## config.mk

```make
export PLATFORM = sky130hd
export DESIGN_NAME = serial_addsub16_ctrl
export DESIGN_NICKNAME = d
export VERILOG_FILES = /design/src/rtl/serial_addsub16_ctrl.sv
export SDC_FILE = /design/constraint.sdc
export NUM_CORES = 1
export LEC_CHECK = 0
export CORE_MARGIN = 2
export CORE_UTILIZATION = 51
export DETAILED_ROUTE_END_ITERATION = 7
export PLACE_DENSITY = 0.79
export SYNTH_ARGS = -nofsm -noshare
export SYNTH_HDL_FRONTEND = slang
export SYNTH_SLANG_ARGS = --single-unit
```

## constraint.sdc

```tcl
create_clock -name clk -period 3.67 [get_ports clk]
set_input_delay 0.5505 -clock clk [delete_from_list [all_inputs] [get_ports clk]]
set_output_delay 0.5505 -clock clk [all_outputs]
set_load 0.1 [all_outputs]
```

## src/rtl/serial_addsub16_ctrl.sv

```systemverilog
// serial_addsub16_ctrl
//
// Multi-cycle 16-bit adder/subtractor. A single 4-bit add/sub slice is reused
// once per nibble, LSB nibble first. The carry between passes is held in a
// register, so a full operation takes four RUN cycles.
//
// Ports:
//   clk        rising-edge clock
//   rst        asynchronous, active-high reset
//   start      request; only sampled while idle
//   op         0 = a + b, 1 = a - b (sampled with start)
//   a, b       16-bit operands (sampled with start)
//   busy       high while an operation is running or completing
//   done       one-cycle pulse when result/carry_out/overflow are valid
//   result     16-bit sum or difference, mod 2^16
//   carry_out  carry out of bit 15 (for subtract: 1 = no borrow)
//   overflow   two's-complement overflow of the full 16-bit operation

// 4-bit add/sub slice. b is inverted when sub is set, and the caller supplies
// the carry-in: op for the first nibble, the registered carry afterwards.
module addsub4_slice (
  input  logic [3:0] a,
  input  logic [3:0] b,
  input  logic       sub,
  input  logic       cin,
  output logic [3:0] sum,
  output logic       cout,
  output logic       ovf
);

  logic [3:0] b_x;
  logic [4:0] sum_wide;

  always_comb begin
    b_x      = b ^ {4{sub}};
    sum_wide = {1'b0, a} + {1'b0, b_x} + {4'b0000, cin};
    sum      = sum_wide[3:0];
    cout     = sum_wide[4];
    // Only meaningful on the top nibble: same-sign inputs whose sum flips sign.
    ovf      = (a[3] == b_x[3]) && (sum_wide[3] != a[3]);
  end

endmodule

module serial_addsub16_ctrl (
  input  logic        clk,
  input  logic        rst,
  input  logic        start,
  input  logic        op,
  input  logic [15:0] a,
  input  logic [15:0] b,
  output logic        busy,
  output logic        done,
  output logic [15:0] result,
  output logic        carry_out,
  output logic        overflow
);

  typedef enum logic [1:0] {
    IDLE = 2'd0,
    RUN  = 2'd1,
    DONE = 2'd2
  } state_t;

  state_t      state;
  logic [15:0] a_reg;
  logic [15:0] b_reg;
  logic        op_reg;
  logic [1:0]  nib_cnt;
  logic        carry_reg;

  logic [3:0]  a_nib;
  logic [3:0]  b_nib;
  logic        slice_cin;
  logic [3:0]  slice_sum;
  logic        slice_cout;
  logic        slice_ovf;

  // Route the current nibble of the latched operands into the shared slice.
  always_comb begin
    a_nib = 4'h0;
    b_nib = 4'h0;
    case (nib_cnt)
      2'd0: begin a_nib = a_reg[3:0];   b_nib = b_reg[3:0];   end
      2'd1: begin a_nib = a_reg[7:4];   b_nib = b_reg[7:4];   end
      2'd2: begin a_nib = a_reg[11:8];  b_nib = b_reg[11:8];  end
      default: begin a_nib = a_reg[15:12]; b_nib = b_reg[15:12]; end
    endcase
    // Nibble 0 takes op directly (the +1 of two's complement for subtract);
    // later nibbles chain the carry left by the previous pass.
    slice_cin = (nib_cnt == 2'd0) ? op_reg : carry_reg;
  end

  addsub4_slice u_slice (
    .a    (a_nib),
    .b    (b_nib),
    .sub  (op_reg),
    .cin  (slice_cin),
    .sum  (slice_sum),
    .cout (slice_cout),
    .ovf  (slice_ovf)
  );

  // Controller and all registered outputs. Operands are latched on accept so
  // the inputs may change freely while the operation runs. nib_cnt is parked
  // at 0 when leaving RUN, so there is never a fifth pass.
  always_ff @(posedge clk or posedge rst) begin
    if (rst) begin
      state     <= IDLE;
      a_reg     <= 16'h0000;
      b_reg     <= 16'h0000;
      op_reg    <= 1'b0;
      nib_cnt   <= 2'd0;
      carry_reg <= 1'b0;
      busy      <= 1'b0;
      done      <= 1'b0;
      result    <= 16'h0000;
      carry_out <= 1'b0;
      overflow  <= 1'b0;
    end else begin
      case (state)
        IDLE: begin
          done <= 1'b0;
          if (start) begin
            a_reg     <= a;
            b_reg     <= b;
            op_reg    <= op;
            nib_cnt   <= 2'd0;
            carry_reg <= op;
            result    <= 16'h0000;
            carry_out <= 1'b0;
            overflow  <= 1'b0;
            busy      <= 1'b1;
            state     <= RUN;
          end
        end

        RUN: begin
          case (nib_cnt)
            2'd0:    result[3:0]   <= slice_sum;
            2'd1:    result[7:4]   <= slice_sum;
            2'd2:    result[11:8]  <= slice_sum;
            default: result[15:12] <= slice_sum;
          endcase
          carry_reg <= slice_cout;
          if (nib_cnt == 2'd3) begin
            carry_out <= slice_cout;
            overflow  <= slice_ovf;
            nib_cnt   <= 2'd0;
            done      <= 1'b1;
            state     <= DONE;
          end else begin
            nib_cnt <= nib_cnt + 2'd1;
          end
        end

        DONE: begin
          done  <= 1'b0;
          busy  <= 1'b0;
          state <= IDLE;
        end

        default: begin
          done  <= 1'b0;
          busy  <= 1'b0;
          state <= IDLE;
        end
      endcase
    end
  end

endmodule

```

==> summary.txt <==
Placed design
  – HPWL Detailed: 3904 microns
  – IO Port Bufs: 55
  – Setup WS pre-CTS: 0.5392 ns
  – Routability cong.: 0.8234

Synthesis
  – Post-Synthesis Cells: 214
  – Largest cells by area after synthesis: dfrtp_1, mux2_2, a22o_1, ha_1, a222oi_1
  – Number of distinct library cells after synthesis: 38
  – Syn Area/Cell: 13.08 sq um
  – Cell accounting for the most synthesized area: dfrtp_1
  – Flops & latches, synth: 58
  – Commonest register cell after synthesis: dfrtp_1
  – Number of flops mapped to enable cells by yosys: 0
  – Syn nets: 259
  – Post-synthesis sequential area ratio: 51.83%
  – Synth top area share: 51.83%
  – Synthesis Warnings: 0
  – Post-Syn Area: 2800 sq um
  – FFs w/ async S/R, synth: 100.0%

STA
  – Setup tns final: 0 ns
  – Final setup violation count: 0
  – Final Critical Period: 3.191 ns
  – Hold Vio Cnt, Final: 0
  – Max-slew headroom: 35.21%
  – Fin crit share: 86.96%
  – Layout Skew: 0.01152 ns
  – Worst Max-Slew Pin Slew: 0.9689 ns
  – F_max: 0.3133 GHz
  – Final slew viol count: 0
  – RSZ-0062 raised after global routing: false
  – PnR worst setup slack: 0.4786 ns

Layout
  – Most frequent cells in the layout: dfrtp_1, clkdlybuf4s50_1, mux2_2, clkbuf_8, a22o_1
  – Commonest non-fill, non-tap cell in the layout: dfrtp_1
  – Share of layout cells above drive strength 1: 25.36%
  – Fin nets: 316
  – Area grow syn2layout: 26.94%
  – Antenna diodes: 0
  – Fillers: 405

Floorplanning
  – Die width: 78.10 microns
  – Initial Util: 53.80%
  – Die area: 6100 sq um
  – # rows: 26
  – Die Ht: 78.10 microns
  – Core Box Area: 5205 sq um
  – IO Count: 56

GRT
  – Vias in the first global route: 1,884
  – Gr usage total: 20.60%
  – Largest net degree at the start of global routing: 36
  – Antenna violations before repair: 0
  – Wire length of the first global-routing pass: 9494 microns
  – Global route overflow: 0

Route
  – DRT Pass-1 Iters: 4
  – Starting DRT DRC Count: 141
  – Vias: 1,863
  – Vias/cell: 5.384
  – Routed len/inst: 16.10 microns
  – Antenna Violating Nets Remaining: 0
  – Wirelength, routed: 5570 microns
  – Drc violations: 0

Setup path
  – Crit path max-delay cell type: dfrtp_1
  – Setup CP Type: register to register
  – Crit path max fanout: 16
  – Cell family with most CP delay: adder cells
  – Crit end category: register
  – Worst path cell trace: ha_1 -> inv_1 -> nor2_1 -> a21oi_1 -> xnor2_1 -> fa_1 -> inv_1 -> fa_1 -> nor2b_1 -> mux2_2 -> a22o_1
  – Worst setup SP type: register
  – WP data required: 3.90 ns
  – CP max stage delay: 0.43 ns
  – CP bufs+invs: 2
  – CP arrival: 3.42 ns

Status
  – Status: finished, final reports clean

Clock network
  – Clock Tree Root: clkbuf_8
  – Htree depth: 3
  – Post-CTS sizing: 0
  – CTS Buffer Depth: 2
  – CTS Sinks: 58
  – CTS tree: built
  – Hold buffers post-CTS: 0
  – CTS Buf Count: 9
  – Clk_lat worst skew: 0.35 ns
  – Worst-path clk slew: 0.07 ns
  – Postcts setup bufs: 0

Run
  – Max_cap viols: 0

Min path
  – Hold Crit Class: register to register
==> cells by family after synthesis <==
kind of cell             share of synthesized area [%]
XOR/XNOR                                         2.189
multiplexers                                     18.59
buffers and inverters                            4.378
AND/OR/NAND/NOR                                  5.809
adder cells (fa/ha/maj)                          4.558
flip-flops                                       51.83
AO/OA/AOI/OAI                                    12.65
==> worst reg2reg max path: cells and delay by family, from the launching register on <==
family,cells,cell delay [ns]
mux,1,0.31
fa+ha+maj,3,1.15
buf+inv,2,0.48
simple gates,2,0.27
compound gates,2,0.35
xor+xnor,1,0.11
flops,1,0.43
==> per-layer routing <==
metal  vias up  part of all wire, %  GRT usage (%)
li1        892                    -              -
met1       901                   46          28.74
met2        61                   47          29.74
met3         9                  6.0          7.011
met4         0                  1.7          8.070
met5         -                    0              0
==> synthesized netlist by cell type, types with 3 or more instances <==
library cell / count
a22o_1: 11
inv_1: 6
nand2_1: 9
ha_1: 7
buf_2: 5
nor2_1: 9
xor2_1: 4
a21oi_1: 10
dfrtp_1: 58
a32o_1: 3
a222oi_1: 7
buf_6: 5
mux2_2: 42
o21ai_0: 4
xnor2_1: 3
nor2b_1: 3
a21o_1: 4
==> cell type report <==
| type | count | area [sq um] | share of cell area [%] |
|---|---|---|---|
| clock buffer | 14 | 172.7 | 4.857 |
| clock inverter | 2 | 10.01 | 0.2816 |
| inverter | 7 | 26.28 | 0.7392 |
| multi-input combinational | 136 | 1226 | 34.50 |
| sequential | 58 | 1451 | 40.83 |
| tap | 70 | 87.58 | 2.464 |
| timing repair buffer | 59 | 580.6 | 16.33 |
==> path summary, 6_finish.rpt <==
path,slack (ns),end,startpoint,depth (start not counted)
max,0.48,result[9],nib_cnt[0],11
min,0.50,a_reg[9],a_reg[9],1
max reg2reg,0.48,result[9],nib_cnt[0],11
min reg2reg,0.50,a_reg[9],a_reg[9],1
max in group asynchronous,2.29,b_reg[0],rst,3
min in group asynchronous,0.57,done,rst,2
==> through the flow <==
step | hold WS [ns] | util (%) | std cells | instance area, sq um
finish | 0.4956 | 68.29 | 346 | 3555
global route | 0.5132 | 68.29 | 346 | 3555
CTS | 0.4987 | 68.29 | 346 | 3555
detailed placement | 0.4848 | 64.78 | 330 | 3372
global placement | 0.4738 | 64.78 | 330 | 3372
floorplan | 0.4570 | - | 214 | 2800
Power is not shown: default switching activity piles up to over one toggle a cycle in this logic, so the estimate is an artifact.
